$ cat src/rtl/fft_agu_param.sv
// Radix-2 in-place FFT address generator with a 2-cycle registered output pipeline.
// Define FFT_AGU_BITREV_EN to add a bit-reversed unload phase and the unload_valid output.
module fft_agu_param #(
  parameter int LOG2N     = 5,
  parameter int STAGE_GAP = 2
) (
  input  logic             clk,
  input  logic             clr,
  input  logic             start_fft,
  input  logic             hold,
  output logic [LOG2N-1:0] mema_address,
  output logic [LOG2N-1:0] memb_address,
  output logic [LOG2N-2:0] twiddle_address,
  output logic             mem_write,
  output logic             bank_sel,
  output logic             busy,
`ifdef FFT_AGU_BITREV_EN
  output logic             unload_valid,
`endif
  output logic             fft_done
);

  localparam int JW = LOG2N - 1;
  localparam logic [JW-1:0] J_LAST     = '1;
  localparam logic [3:0]    S_LAST     = 4'(LOG2N - 1);
  localparam logic [3:0]    GAP_LAST   = 4'((STAGE_GAP > 0) ? STAGE_GAP - 1 : 0);
  // Last writes are still in the output pipeline for 2 cycles, then 2 drain cycles follow.
  localparam logic [3:0]    FLUSH_LAST = 4'd3;
`ifdef FFT_AGU_BITREV_EN
  localparam logic [3:0]       FLUSH2_LAST = 4'd1;
  localparam logic [LOG2N-1:0] K_LAST      = '1;
`endif

  typedef enum logic [2:0] {
    S_IDLE, S_RUN, S_GAP, S_FLUSH,
`ifdef FFT_AGU_BITREV_EN
    S_UNLOAD, S_FLUSH2,
`endif
    S_DONE
  } state_t;

  typedef struct packed {
    logic [LOG2N-1:0] a;
    logic [LOG2N-1:0] b;
    logic [JW-1:0]    tw;
    logic             wr;
    logic             bank;
`ifdef FFT_AGU_BITREV_EN
    logic             uv;
`endif
  } pipe_t;

  function automatic logic [LOG2N-1:0] rotl(input logic [LOG2N-1:0] x, input logic [3:0] sh);
    logic [2*LOG2N-1:0] dbl;
    dbl = {x, x} << sh;
    return dbl[2*LOG2N-1:LOG2N];
  endfunction

`ifdef FFT_AGU_BITREV_EN
  function automatic logic [LOG2N-1:0] bitrev(input logic [LOG2N-1:0] x);
    logic [LOG2N-1:0] r;
    for (int i = 0; i < LOG2N; i++) r[i] = x[LOG2N-1-i];
    return r;
  endfunction
  logic [LOG2N-1:0] k_q, k_d;
`endif

  state_t        state_q, state_d;
  logic [JW-1:0] j_q, j_d;
  logic [3:0]    s_q, s_d;
  logic [3:0]    cnt_q, cnt_d;
  logic [3:0]    tw_sh;
  logic          busy_q, done_q;
  pipe_t         p0, p1_q, p2_q;

  assign tw_sh = S_LAST - s_q;

  always_comb begin
    // NOTE: every variable gets a default first so no path can infer a latch.
    state_d = state_q;
    j_d     = j_q;
    s_d     = s_q;
    cnt_d   = cnt_q;
`ifdef FFT_AGU_BITREV_EN
    k_d     = k_q;
`endif
    case (state_q)
      S_IDLE: if (start_fft) begin
        state_d = S_RUN;
        j_d     = '0;
        s_d     = '0;
      end
      S_RUN: begin
        j_d = j_q + JW'(1);
        if (j_q == J_LAST) begin
          cnt_d = '0;
          if (s_q == S_LAST)      state_d = S_FLUSH;
          else if (STAGE_GAP == 0) s_d    = s_q + 4'd1;
          else                     state_d = S_GAP;
        end
      end
      S_GAP: begin
        cnt_d = cnt_q + 4'd1;
        if (cnt_q == GAP_LAST) begin
          state_d = S_RUN;
          j_d     = '0;
          s_d     = s_q + 4'd1;
        end
      end
      S_FLUSH: begin
        cnt_d = cnt_q + 4'd1;
        if (cnt_q == FLUSH_LAST) begin
`ifdef FFT_AGU_BITREV_EN
          state_d = S_UNLOAD;
          k_d     = '0;
`else
          state_d = S_DONE;
`endif
        end
      end
`ifdef FFT_AGU_BITREV_EN
      S_UNLOAD: begin
        k_d = k_q + LOG2N'(1);
        if (k_q == K_LAST) begin
          state_d = S_FLUSH2;
          cnt_d   = '0;
        end
      end
      S_FLUSH2: begin
        cnt_d = cnt_q + 4'd1;
        if (cnt_q == FLUSH2_LAST) state_d = S_DONE;
      end
`endif
      S_DONE: begin
        state_d = S_IDLE;
        j_d     = '0;
        s_d     = '0;
      end
      default: state_d = S_IDLE;
    endcase
  end

  // Output-pipeline entry: addresses are only meaningful in RUN (and UNLOAD), zero elsewhere.
  always_comb begin
    p0      = '0;
    p0.bank = s_q[0];
    case (state_q)
      S_RUN: begin
        p0.a  = rotl({j_q, 1'b0}, s_q);
        p0.b  = rotl({j_q, 1'b1}, s_q);
        p0.tw = (j_q >> tw_sh) << tw_sh;
        p0.wr = 1'b1;
      end
`ifdef FFT_AGU_BITREV_EN
      S_UNLOAD: begin
        p0.a    = k_q;
        p0.b    = bitrev(k_q);
        p0.bank = 1'(LOG2N % 2);
        p0.uv   = 1'b1;
      end
`endif
      default: ;
    endcase
  end

  // NOTE: state and pipeline flops use non-blocking assignments; the pipeline is plain flops, so it is reset.
  always_ff @(posedge clk or posedge clr) begin
    if (clr) begin
      state_q <= S_IDLE;
      j_q     <= '0;
      s_q     <= '0;
      cnt_q   <= '0;
      busy_q  <= 1'b0;
      done_q  <= 1'b0;
      p1_q    <= '0;
      p2_q    <= '0;
`ifdef FFT_AGU_BITREV_EN
      k_q     <= '0;
`endif
    end else if (!hold) begin
      state_q <= state_d;
      j_q     <= j_d;
      s_q     <= s_d;
      cnt_q   <= cnt_d;
      busy_q  <= (state_d != S_IDLE);
      done_q  <= (state_d == S_DONE);
      p1_q    <= p0;
      p2_q    <= p1_q;
`ifdef FFT_AGU_BITREV_EN
      k_q     <= k_d;
`endif
    end
  end

  assign mema_address    = p2_q.a;
  assign memb_address    = p2_q.b;
  assign twiddle_address = p2_q.tw;
  assign mem_write       = p2_q.wr;
  assign bank_sel        = p2_q.bank;
  assign busy            = busy_q;
  assign fft_done        = done_q;
`ifdef FFT_AGU_BITREV_EN
  assign unload_valid    = p2_q.uv;
`endif

endmodule

$ cat config.mk
export PLATFORM = sky130hd
export DESIGN_NAME = fft_agu_param
export DESIGN_NICKNAME = d
export VERILOG_FILES = /design/src/rtl/fft_agu_param.sv
export SDC_FILE = /design/constraint.sdc
export NUM_CORES = 1
export LEC_CHECK = 0
export CAP_MARGIN = 10
export CORE_UTILIZATION = 60
export CTS_BUF_LIST = sky130_fd_sc_hd__clkbuf_4
export CTS_CLUSTER_SIZE = 14
export DETAILED_ROUTE_END_ITERATION = 8
export PLACE_DENSITY = 0.8
export SYNTH_ARGS = -nofsm -noshare
export SYNTH_HDL_FRONTEND = slang
export SYNTH_SLANG_ARGS = --single-unit
export TNS_END_PERCENT = 5
$ cat constraint.sdc
create_clock -name clk -period 2.8 [get_ports clk]
set_clock_uncertainty 0.15 [all_clocks]
set_input_delay 0.7 -clock clk [delete_from_list [all_inputs] [get_ports clk]]
set_output_delay 0.7 -clock clk [all_outputs]
set_load 0.05 [all_outputs]
==> impl_table.tex <==
\begin{tabular}{lr}
\hline
Metric & Value \\
\hline
\multicolumn{2}{l}{\textbf{Status}} \\
Status & complete, no violations \\
\multicolumn{2}{l}{\textbf{Layout}} \\
Nets & $\sim$270 \\
Final standard cell count with taps included and fillers excluded & 310 \\
Final Instance Area & 0.002818 mm2 \\
Fraction of final layout cells sized beyond drive strength 1 & 15.38\% \\
Commonest cells after routing, fill and taps aside & sky130\_fd\_sc\_hd\_\_dfrtp\_1, sky130\_fd\_sc\_hd\_\_nand2\_1, sky130\_fd\_sc\_hd\_\_o21ai\_0 \\
Fill cell instance count of the final layout & a little under 300 \\
Syn-to-layout area delta & 9.961\% \\
Most common cell after layout, fill and taps aside & sky130\_fd\_sc\_hd\_\_dfrtp\_1 \\
Number of diodes & 0 \\
\multicolumn{2}{l}{\textbf{Timing}} \\
Total Neg Setup Slack & 0 ps \\
Finish-stage setup viols & 0 \\
Crit path time final & 2405 ps \\
Max Freq & 415.8 MHz \\
Unrepaired setup endpoints after global routing & no \\
Final Hold Violating Endpoints & 0 \\
Fin. max-slew vios & 0 \\
Worst Max-Slew Pin Slew & 717.4 ps \\
Post-route clock period utilization & a little under nine tenths \\
Tightest slew margin relative to the limit & 52.17\% \\
\multicolumn{2}{l}{\textbf{Clock network}} \\
Root buf cell & sky130\_fd\_sc\_hd\_\_clkbuf\_4 \\
Skew-Pair Late Insertion Delay & 360 ps \\
Hold\_buf cts & 0 \\
Post-CTS Repair Setup Buffers & 0 \\
Clock net sink count & 49 \\
Number of buffers on the longest clock path & 2 \\
Total CTS buffers & 5 \\
Clock-pin slew on the worst setup and hold paths & 130 ps \\
CTS-repair resized insts & 0 \\
Clock tree from TritonCTS & yes \\
H-Tree Depth & 2 \\
\multicolumn{2}{l}{\textbf{Place}} \\
Number of I/O port buffers & 21 \\
Half-perimeter wire length after detailed placement & 3243 um \\
Cell Count Post-Placement & 302 \\
Final estimated routing congestion in global placement & 0.8328 \\
Placement Cell Area & 0.002763 mm2 \\
\multicolumn{2}{l}{\textbf{Detailed routing}} \\
DR iter-0 viols & 124 \\
Total vias in the final route & $\sim$1.8k \\
DRC violations left & 0 \\
Number of nets still failing antenna checks after routing & 0 \\
Vias/cell & 5.958 \\
WL per Instance & 15.04 um \\
First-pass iteration count of the detailed router & 4 \\
Final Routed Wirelength & 4661 um \\
\multicolumn{2}{l}{\textbf{GRT}} \\
Largest net degree at the start of global routing & 50 \\
First-pass GRT wire length & between 7000 and 8000 um \\
Via count of the first global-routing pass & 1644 \\
Aggregate global-route resource usage & about a quarter \\
Number of antenna violations at the first check in global routing & 0 \\
Overflow left after global routing & 0 \\
\multicolumn{2}{l}{\textbf{Pwr}} \\
Net switching power figure & 1.321 mW \\
Leakage component of the power & 1.257 nW \\
Sequential group share of total power & between 40\% and 50\% \\
Power share of the clock group & 11.1\% \\
Int Pwr & between 1.5 and 2 mW \\
Part of the power in combinational logic & 47.5\% \\
Power Dens Cells & 1037 mW/mm2 \\
Net Sw Frac & 45.21\% \\
Maximum resistive drop on vdd & roughly 450 uV \\
\multicolumn{2}{l}{\textbf{Setup path}} \\
Slack of the worst reg-to-reg path & 640 ps \\
Start-to-end type of the worst setup path & reg2out \\
Number of buffer and inverter instances along the worst setup path & 1 \\
Critical path peak fanout & 2 \\
Delay-heaviest family, CP & buffers and inverters \\
Cell chain of the critical path & clkdlybuf4s50\_1 \\
Category of the worst setup path launch point & register \\
Largest incremental delay on the critical path & 810 ps \\
Number of logic stages on the critical path including buffering & 1 \\
Worst Setup End Kind & output pin \\
Critical Path Slowest Stage Cell & sky130\_fd\_sc\_hd\_\_clkdlybuf4s50\_1 \\
Arrival time at the worst endpoint & 1550 ps \\
Crit path required time & 1950 ps \\
Worst R2R Path Depth & 6 \\
\multicolumn{2}{l}{\textbf{Floorplan}} \\
Die span in y & 67.35 um \\
Floorplan die width & slightly below 70 um \\
Die area & 0.004536 mm2 \\
Site Rows & 23 \\
Top-level I/O count & 22 \\
Core Box Area & $\sim$0.0041 mm2 \\
Initial Utilization & 63.15\% \\
\multicolumn{2}{l}{\textbf{Logic synthesis}} \\
Fraction of the mapped netlist area in adder cells & just under 3\% \\
Simple-gate portion of the synthesized area & 16.06\% \\
Mean instance size in the synthesized netlist & $\sim$11 um2 \\
Gate count of the mapped netlist & approximately 240 \\
Number of enable-type register cells in the synthesized netlist & 0 \\
Fraction of registers with async set/reset & 100.0\% \\
Cell area after synthesis & 0.002562 mm2 \\
Number of synthesized register bits & 49 \\
Primary flip-flop cell chosen by synthesis mapping & sky130\_fd\_sc\_hd\_\_dfrtp\_1 \\
Mapped Nets & 254 \\
Largest family of logic cells by synthesized area & simple AND/OR/NAND/NOR gates \\
Share of cell area taken by muxes after synthesis & approximately a tenth \\
Distinct cell type count of the synthesized netlist & 52 \\
Share of the synthesized area in compound gates (AO/OA/AOI/OAI) & 15.58\% \\
Synthesized-area fraction occupied by xor and xnor cells & under 10\% \\
Register area share after synthesis & between 40 and 50\% \\
Number of warnings issued by yosys & 0 \\
\multicolumn{2}{l}{\textbf{Job}} \\
Max-cap violations & 0 \\
\multicolumn{2}{l}{\textbf{Hold path}} \\
Hold-critical path depth & 2 \\
Min-Delay Path Class & reg2reg \\
\hline
\end{tabular}
-- logic make-up (layout without fill, tap and decap cells) --
group           after synthesis  after routing
compound gates               61             61
xor+xnor                      5              5
fa+ha+maj                     6              6
buf+inv                      27             43
flops                        49             49
mux                          24             24
simple gates                 72             72
-- power groups by stage --
stage / combinational [mW] / sequential, mW / clock (mW)
floorplan: 0.921 / 1.35 / 0
global placement: 1.36 / 1.22 / 0
detailed placement: 1.39 / 1.23 / 0
CTS: 1.39 / 1.21 / 0.331
global route: 1.53 / 1.25 / 0.355
finish: 1.39 / 1.21 / 0.323
-- worst min-delay path, stage by stage, from the launching register on --
cell and delay [ps]:
sky130_fd_sc_hd__dfrtp_1 370, sky130_fd_sc_hd__nand2_1 50, sky130_fd_sc_hd__o21ai_0 60
-- per-stage QoR --
stage	setup WS, ps	hold slack (ps)	utilization [%]	total power [mW]
floorplan	776.2	295.1	-	2.266
global placement	248.5	314.7	68.09	2.576
detailed placement	235.4	325.1	68.09	2.613
CTS	380.3	357.3	69.44	2.934
global route	331.9	385.9	69.44	3.141
finish	395.3	350.0	69.44	2.923
-- path summary, 6_finish.rpt --
path	from	to
min	p1_q[0]	p1_q[0]
max in group asynchronous	clr	s_q[2]
min reg2reg	p1_q[0]	p1_q[0]
max reg2reg	s_q[1]	busy
min in group asynchronous	clr	memb_address[0]
max	fft_done	fft_done
-- Yosys cell counts, types with 3 or more instances --
master | instances | share of area (%)
sky130_fd_sc_hd__nand2_1 | 28 | 4.1
sky130_fd_sc_hd__a22o_1 | 5 | 1.7
sky130_fd_sc_hd__nand4_1 | 3 | 0.73
sky130_fd_sc_hd__xor2_1 | 3 | 1.0
sky130_fd_sc_hd__dfrtp_1 | 49 | 48
sky130_fd_sc_hd__ha_1 | 6 | 2.9
sky130_fd_sc_hd__a21oi_1 | 10 | 2.0
sky130_fd_sc_hd__nor3_1 | 3 | 0.59
sky130_fd_sc_hd__buf_6 | 3 | 1.3
sky130_fd_sc_hd__nand3_1 | 4 | 0.78
sky130_fd_sc_hd__a32oi_1 | 4 | 1.4
sky130_fd_sc_hd__inv_1 | 9 | 1.3
sky130_fd_sc_hd__mux2i_1 | 6 | 2.3
sky130_fd_sc_hd__clkbuf_1 | 3 | 0.44
sky130_fd_sc_hd__nor2_1 | 12 | 1.8
sky130_fd_sc_hd__buf_2 | 9 | 1.8
sky130_fd_sc_hd__and3_1 | 3 | 0.73
sky130_fd_sc_hd__o21ai_0 | 23 | 4.5
sky130_fd_sc_hd__mux2_2 | 18 | 7.9
-- metal layers --
| metal | vias up | global-route usage (%) | wire, um |
|---|---|---|---|
| met2 | 39 | 35.63 | 2128 |
| met5 | - | 0 | 0 |
| met1 | 901 | 33.41 | 2295 |
| li1 | 903 | - | - |
| met3 | 4 | 5.068 | 184 |
| met4 | 0 | 7.181 | 53 |
-- final cells by class --
cell class / count / area, um2 / share of cell area (%)
inverter: 9 / 33.78 / 1.199
multi-input combinational: 168 / 1192 / 42.32
timing repair buffer: 26 / 247.7 / 8.792
tap: 50 / 62.56 / 2.220
sequential: 49 / 1226 / 43.52
clock buffer: 6 / 45.04 / 1.599
clock inverter: 2 / 10.01 / 0.3552
-- sequential cells by signal (all words and copies together) (netlist names) --
register / cells
bank_sel: 1
busy: 1
cnt_q: 4
fft_done: 1
j_q: 4
mem_write: 1
mema_address: 5
memb_address: 5
p1_q: 16
s_q: 4
state_q: 3
twiddle_address: 4
(Power assumes the default switching activity.)
